### src/rtl/gn_mdl_axis_slv.sv
// AXI4-Stream sink model: programmable tready back-pressure, FWFT receive FIFO,
// incrementing-sequence data checker and handshake protocol monitor.
module gn_mdl_axis_slv #(
  parameter int P_DWIDTH = 32,
  parameter int P_DEPTH  = 16,
  parameter int P_AW     = $clog2(P_DEPTH)
) (
  input  logic                clk,
  input  logic                reset,
  input  logic [P_DWIDTH-1:0] rx_axis_tdata,
  input  logic                rx_axis_tvalid,
  output logic                rx_axis_tready,
  input  logic [1:0]          cfg_bp_mode,
  input  logic [7:0]          cfg_bp_pattern,
  input  logic                cfg_chk_en,
  input  logic [P_DWIDTH-1:0] cfg_chk_seed,
  input  logic                rd_en,
  output logic [P_DWIDTH-1:0] rd_data,
  output logic                rd_valid,
  output logic [P_AW:0]       fifo_level,
  output logic [31:0]         beat_cnt,
  output logic [15:0]         err_cnt,
  output logic                proto_err
);

  localparam logic [P_AW:0]       DEPTH_L  = (P_AW+1)'(P_DEPTH);
  localparam logic [P_AW:0]       PTR_ONE  = (P_AW+1)'(1);
  localparam logic [P_DWIDTH-1:0] EXP_ONE  = P_DWIDTH'(1);
  localparam logic [15:0]         LFSR_INI = 16'hACE1;

  function automatic logic [15:0] sat_inc16(input logic [15:0] v);
    return (v == 16'hFFFF) ? v : v + 16'd1;
  endfunction

  function automatic logic [15:0] lfsr_next(input logic [15:0] v);
    return {v[0] ^ v[2] ^ v[3] ^ v[5], v[15:1]};
  endfunction

  logic [P_DWIDTH-1:0] mem [P_DEPTH];
  logic [P_AW:0]       wr_ptr, rd_ptr;
  logic [P_AW:0]       level;
  logic                full;
  logic                wr_en, pop;
  logic                bp_q, bp_next;
  logic [2:0]          idx;
  logic [15:0]         lfsr;
  logic [P_DWIDTH-1:0] exp_q;
  logic                stall_p1;
  logic [P_DWIDTH-1:0] tdata_p1;

  assign level          = wr_ptr - rd_ptr;
  assign full           = (level == DEPTH_L);
  assign rd_valid       = (level != '0);
  assign fifo_level     = level;
  assign rx_axis_tready = bp_q & ~full;
  // A beat presented during a reset cycle is never taken, even if tready was high.
  assign wr_en          = rx_axis_tvalid & rx_axis_tready & ~reset;
  assign pop            = rd_en & rd_valid;
  assign rd_data        = rd_valid ? mem[rd_ptr[P_AW-1:0]] : '0;

  always_comb begin
    bp_next = 1'b0;
    case (cfg_bp_mode)
      2'd0:    bp_next = 1'b1;
      2'd1:    bp_next = cfg_bp_pattern[idx];
      2'd2:    bp_next = lfsr[0];
      default: bp_next = 1'b0;
    endcase
  end

  always_ff @(posedge clk) begin
    if (reset) begin
      bp_q      <= 1'b0;
      idx       <= 3'd0;
      lfsr      <= LFSR_INI;
      wr_ptr    <= '0;
      rd_ptr    <= '0;
      beat_cnt  <= 32'd0;
      err_cnt   <= 16'd0;
      exp_q     <= cfg_chk_seed;
      stall_p1  <= 1'b0;
      proto_err <= 1'b0;
    end else begin
      bp_q <= bp_next;
      idx  <= idx + 3'd1;
      lfsr <= lfsr_next(lfsr);
      if (wr_en) begin
        wr_ptr   <= wr_ptr + PTR_ONE;
        beat_cnt <= beat_cnt + 32'd1;
      end
      if (pop)
        rd_ptr <= rd_ptr + PTR_ONE;
      if (!cfg_chk_en)
        exp_q <= cfg_chk_seed;
      else if (wr_en) begin
        if (rx_axis_tdata != exp_q)
          err_cnt <= sat_inc16(err_cnt);
        exp_q <= exp_q + EXP_ONE;
      end
      // p1 stage: last cycle's stall vs. this cycle's tvalid/tdata
      stall_p1 <= rx_axis_tvalid & ~rx_axis_tready;
      if (stall_p1 && (!rx_axis_tvalid || rx_axis_tdata != tdata_p1))
        proto_err <= 1'b1;
    end
  end

  always_ff @(posedge clk) begin
    tdata_p1 <= rx_axis_tdata;
    if (wr_en)
      mem[wr_ptr[P_AW-1:0]] <= rx_axis_tdata;
  end

endmodule

### config.mk
export PLATFORM = sky130hd
export DESIGN_NAME = gn_mdl_axis_slv
export DESIGN_NICKNAME = d
export VERILOG_FILES = /design/src/rtl/gn_mdl_axis_slv.sv
export SDC_FILE = /design/constraint.sdc
export NUM_CORES = 1
export LEC_CHECK = 0
export BUFFER_PORTS_ARGS = -buffer_cell sky130_fd_sc_hd__buf_2
export CAP_MARGIN = 20
export CORE_AREA = 2 2 329 331
export CTS_BUF_LIST = sky130_fd_sc_hd__clkbuf_4
export DETAILED_ROUTE_END_ITERATION = 10
export DIE_AREA = 0 0 331 333
export GPL_ROUTABILITY_DRIVEN = 0
export RECOVER_POWER = 50
export SETUP_SLACK_MARGIN = 0.15
export SYNTH_ARGS = -nofsm -noshare
export SYNTH_HDL_FRONTEND = slang
export SYNTH_SLANG_ARGS = --single-unit
### constraint.sdc
create_clock -name clk -period 5.65 [get_ports clk]
set_input_delay 0.2825 -clock clk [delete_from_list [all_inputs] [get_ports clk]]
set_output_delay 0.2825 -clock clk [all_outputs]
set_load 0.005 [all_outputs]
After elaboration in Yosys (flattened, before gate mapping)
Memory sizes are Yosys's and may differ from the RTL's. A register that Yosys moved wholly into a read port is not among the register bits.
Index checks and enable logic that the tools add are counted.
W data, S select, Z words.
{"block": "totals", "word_cells": 56, "mem_count": 1, "ramBits": 512, "out_inout_bits": 88, "inputBits": 79, "mem_bits_ro": 0, "latchBits": 0, "regBits": 144}
{"block": "classes", "n_mux": 11, "reduce_logical": 6, "order_cmp": 1, "mul": 0, "addsub": 7, "bitwise": 12, "eq_ne": 7, "n_shift": 0, "div_mod_pow": 0}
{"name": "mem", "depth": 16, "width": 32, "read_ports": 1, "rd_clocked_by_memory_dff": 1, "wr": 1, "line_no": "39", "text": "logic [P_DWIDTH-1:0] mem [P_DEPTH];"}
{"cell": "$mux W32", "n": 4}
{"cell": "$add A32 B1 Y32 const B", "n": 2}
{"cell": "$ne A32 B32 Y1", "n": 2}
{"cell": "$add A16 B1 Y16 const B", "n": 1}
{"cell": "$eq A16 B16 Y1 const B", "n": 1}
{"cell": "$add A5 B1 Y5 const B", "n": 2}
{"cell": "$mux W4", "n": 2}
{"cell": "$and A1 B1 Y1", "n": 5}
{"cell": "$eq A5 B5 Y1 const B", "n": 1}
{"cell": "$reduce_bool A5 Y1", "n": 1}
{"cell": "$sub A5 B5 Y5", "n": 1}
{"cell": "$lt A3 B4 Y1 const B", "n": 1}
{"cell": "$not A1 Y1", "n": 4}
{"cell": "$reduce_and A4 Y1", "n": 1}
{"cell": "$add A3 B1 Y3 const B", "n": 1}
{"cell": "$bmux W1 S3", "n": 1}
{"cell": "$mux W1", "n": 3}
{"cell": "$ne A3 B2 Y1 const B", "n": 1}
{"cell": "$pmux W1 S3", "n": 1}
{"cell": "$xor A1 B1 Y1", "n": 3}
{"cell": "$eq A2 B1 Y1 const B", "n": 1}
{"cell": "$eq A2 B2 Y1 const B", "n": 1}
{"cell": "$logic_not A2 Y1", "n": 1}
{"cell": "$logic_and A1 B1 Y1", "n": 1}
{"cell": "2 further kinds", "n": 2}

Longest topological paths before layout
{"block": "depth", "ltp_word": 9, "mapped_depth": 12, "ltp_nobuf": 10}

Least setup slack after synthesis
OpenSTA, ideal clock, no wires.
{"block": "synth_timing", "kind": "register -> register", "startpoint": "register wr_ptr[0]", "endpoint": "memory mem[15][0] (enable)", "t_arrival_ns": 5.034, "path_slack_ns": 0.108, "t_required_ns": 5.142, "stages_incl_launch_ff": 10, "setup_ns": 0.508, "cell_sequence": "dfxtp_1 -> inv_1 -> ha_1 -> inv_1 -> fa_1 -> xor2_1 -> nand4b_1 -> a211oi_2 -> clkbuf_1 -> nor4_1"}
{"block": "synth_between", "elab_chain_len": 8}
{"element": "start, declared", "line_no": "40", "text": "logic [P_AW:0] wr_ptr, rd_ptr;"}
{"element": "start signal, assigned", "line_no": "88", "text": "wr_ptr <= wr_ptr + PTR_ONE;"}
{"element": "$sub A5 B5 Y5", "line_no": "51", "text": "assign level = wr_ptr - rd_ptr;"}
{"element": "via fifo_level[2]", "line_no": "20", "text": "output logic [P_AW:0] fifo_level,"}
{"element": "$eq A5 B5 Y1", "line_no": "52", "text": "assign full = (level == DEPTH_L);"}
{"element": "$not A1 Y1", "line_no": "55", "text": "assign rx_axis_tready = bp_q & ~full;"}
{"element": "$and A1 B1 Y1", "line_no": "55"}
{"element": "$and A1 B1 Y1 (2 in a row)", "line_no": "57", "text": "assign wr_en = rx_axis_tvalid & rx_axis_tready & ~reset;"}
{"element": "$mux W1", "line_no": "109", "text": "if (wr_en)"}
{"element": "$mux W1 (not written as such)", "line_no": "110", "text": "mem[wr_ptr[P_AW-1:0]] <= rx_axis_tdata;"}
{"element": "end, declared", "line_no": "39"}
The timed path passes the listed nets, and every way through them passes these cells.

Worst setup path after layout
{"block": "layout_timing", "startpoint": "register wr_ptr[0]", "endpoint": "output rx_axis_tready"}
{"block": "layout_between", "elab_chain_len": 4}
{"element": "$sub A5 B5 Y5", "line_no": "51"}
{"element": "$eq A5 B5 Y1", "line_no": "52"}
{"element": "$not A1 Y1", "line_no": "55"}
{"element": "$and A1 B1 Y1", "line_no": "55"}
{"element": "end, declared", "line_no": "12", "text": "output logic rx_axis_tready,"}
No other way between the ends.

==> metrics.md <==
| Metric | Value |
|---|---|
| Status | `finished, violations left` |
| Failing checks | `max-capacitance violations, max-slew violations` |
| WL per Instance | `20.4 um` |
| Core box area | `107000 um^2` |
| Commonest cells after routing, fill and taps aside | `544 x edfxtp_1, 237 x clkbuf_4, 162 x mux4_2, 112 x dfxtp_1, 102 x dlygate4sd3_1` |
| PD cells | `384 nW/um^2` |
| DRT Pass-1 Iters | `5` |
| CTS resizes | `0` |
| Final slew viol count | `61` |
| IO Count | `167` |
| Post-synth EDFFs | `544` |
| Later-pin clock latency in the skew report | `1000 ps` |
| Synthesized instance count | `1490` |
| Fin nets | `1972` |
| Largest delay share family, worst path | `buffers and inverters` |
| Worst-path maximum fanout | `62` |
| Post-Synthesis Cell Area | `26500 um^2` |
| Crit-path slowest cell | `buf_4` |
| Setup TNS | `0 ps` |
| Utilization after layout | `30.1%` |
| Leak | `0.0103 uW` |
| Synthesized area per cell | `17.8 um^2` |
| Maxcap violations | `1` |
| CP peak stage delay | `600 ps` |
| Commonest non-fill, non-tap cell in the layout | `edfxtp_1` |
| CP most frequent cell | `inv_1` |
| Hold Slack | `111 ps` |
| DPL Wire Length | `45400 um` |
| Initial Utilization | `24.8%` |
| # rows | `120` |
| CTS tree | `yes` |
| Final antenna-violating net count | `0` |
| Routed vias/inst | `4.47` |
| FF+latch count, synth | `660` |
| # Post-CTS Setup Buffers | `0` |
| Clock buffer depth | `3` |
| 1st-iter DRT viols | `1163` |
| Gr ovfl total | `0` |
| Ys Warns | `0` |
| Worst hold path type | `in -> reg` |
| Clock tree root buffer cell | `clkbuf_4` |
| Final Critical Period | `4380 ps` |
| First-pass GRT wire length | `102000 um` |
| Arr. time, crit path | `4100 ps` |
| Tcrit/Tclk final | `77.6%` |
| Rel. slew slack | `-77.5%` |
| Max Fclk | `0.228 GHz` |
| Vias in the first global route | `15900` |
| Area grow syn2layout | `21.3%` |
| CP Data Required Time | `5370 ps` |
| Register area share after synthesis | `70.4%` |
| CTS Hold Bufs | `102` |
| Crit. End Element | `output port` |
| Initial antenna violation count | `9` |
| Post-synth top flop | `edfxtp_1` |
| Worst setup SP type | `flop` |
| Layout cell share with drive strength beyond 1 | `28.9%` |
| Crit-path cells | `inv_1 -> ha_1 -> inv_1 -> fa_1 -> nor3b_1 -> nand4b_1 -> a211oi_1 -> buf_4 -> nor2b_1 -> buf_2` |
| Hold Crit Start | `cfg_chk_en` |
| Largest net degree at the start of global routing | `66` |
| Clock buffer count from CTS | `169` |
| Synth Net Count | `1583` |
| CTS H-tree depth | `4` |
| Number of port buffers | `166` |
| Routed wire length | `69600 um` |
| Final Hold Viols | `0` |
| Synth async-reset ratio | `0%` |
| Worst VDD drop | `0.207 mV` |
| Worst-path clk slew | `60 ps` |
| DR vias | `15300` |
| Die W | `331 um` |
| Height of the die | `333 um` |
| RSZ-0062 raised after global routing | `no` |
| Skew final | `75.1 ps` |
| # DRC | `0` |
| Filler cell count | `10600` |
| Worst Tran Pin Value | `2660 ps` |
| Final setup violation count | `0` |
| Die area | `110000 um^2` |
| CTS sink count | `660` |
| Worst path bufs/invs | `4` |
| Critical Path Start | `wr_ptr[0]` |
| Global Route Usage Sum | `12.6%` |
| Synth cell types | `48` |
| Reg2reg start | `wr_ptr[0]` |
| WS Path Type | `reg -> out` |
==> per-layer routing <==
layer	routed length [um]	vias up	GRT usage (%)
met2	31900	541	19.0
li1	-	6783	-
met5	0	-	0
met3	5570	95	3.48
met4	1160	0	3.84
met1	31000	7854	17.5
==> state kept, by name (all words and copies together), names as in the netlist, named ones only <==
signal / cells
proto_err: 1
bp_q: 1
idx: 3
exp_q: 32
mem: 512
lfsr: 16
stall_p1: 1
tdata_p1: 32
rd_ptr: 5
wr_ptr: 5
beat_cnt: 32
err_cnt: 16
==> area by class of cell <==
| class | instances | area [um^2] | area share [%] |
|---|---|---|---|
| clock inverters | 61 | 379 | 1.18 |
| flip-flops and latches | 660 | 18700 | 58.1 |
| clock buffers | 237 | 1780 | 5.54 |
| inverters | 18 | 67.6 | 0.210 |
| multi-input cells | 739 | 7540 | 23.5 |
| diodes | 5 | 12.5 | 0.0389 |
| repair buffers | 291 | 1930 | 6.01 |
| well taps | 1403 | 1760 | 5.46 |
==> synth_stat cells (3+ instances only) <==
master      n  area share, %
o21ai_0    38           0.72
clkbuf_1   57           0.81
and2_1      6           0.14
nor3b_1     4           0.11
o31ai_1     9           0.26
nor4_1     25           0.59
nor2b_1    47            1.1
inv_1      18           0.26
o311ai_0    3          0.099
o41ai_1     3          0.099
edfxtp_1  544             62
nand3b_1    3          0.085
and4_1      8           0.26
mux2i_1     5           0.19
a21oi_1    17           0.32
nand2b_1    3          0.071
or3_1       5           0.12
nand4_1    30           0.71
buf_1      13           0.18
nor2_1     48           0.68
dfxtp_1   116            8.8
xor2_1     60            2.0
and3_1     28           0.66
mux4_2    162             14
nand2_1    62           0.88
nor3_1     18           0.34
or2_2      11           0.26
nand3_1    27           0.51
ha_1       13           0.61
or4_1       9           0.26
mux2_2      4           0.17
xnor2_1    74            2.4
==> worst min-delay path: cells and delay by family <==
kind / cells / cell delay [ps]
AOI/OAI and AO/OA: 1 / 220
buffers and inverters: 2 / 380
and+or+nand+nor: 1 / 40
==> through the flow <==
step                      total power [uW]  cell area, um^2  setup slack, ps  std cells
after floorplan                       7230            26500              939       1490
after global placement                8420            29100             1890       3008
after detailed placement              8480            29100             1750       3008
after CTS                            12600            32200             1170       3408
after global routing                 13000            32100              965       3412
final                                12300            32100             1270       3414
==> power breakdown <==
part | total (uW) | internal [uW] | switching [uW] | leakage, uW
Combinational | 2750 | 1320 | 1430 | 0.00317
Clock | 4030 | 2060 | 1970 | 0.00128
Sequential | 5560 | 5350 | 212 | 0.00589
Total | 12300 | 8730 | 3610 | 0.0103
==> logic make-up (layout without fill, tap and decap cells) <==
family / Yosys count / count (layout) / share of synthesized area [%]
flip-flops: 660 / 660 / 70.4
XOR/XNOR: 134 / 134 / 4.43
AO/OA/AOI/OAI: 75 / 75 / 1.67
multiplexers: 171 / 171 / 14.1
buffers and inverters: 91 / 607 / 1.33
other: 0 / 5 / 0
AND/OR/NAND/NOR: 345 / 345 / 7.32
adder cells (fa/ha/maj): 14 / 14 / 0.690
==> path summary, 6_finish.rpt <==
check	slack [ps]	end	cells past startpoint
worst min-delay path	110	exp_q[25]	4
worst max register to register	1300	mem[11][20]	10
worst max-delay path	1270	rx_axis_tready	10
worst min register to register	410	lfsr[5]	1
Power figures use the tool's default switching activity.
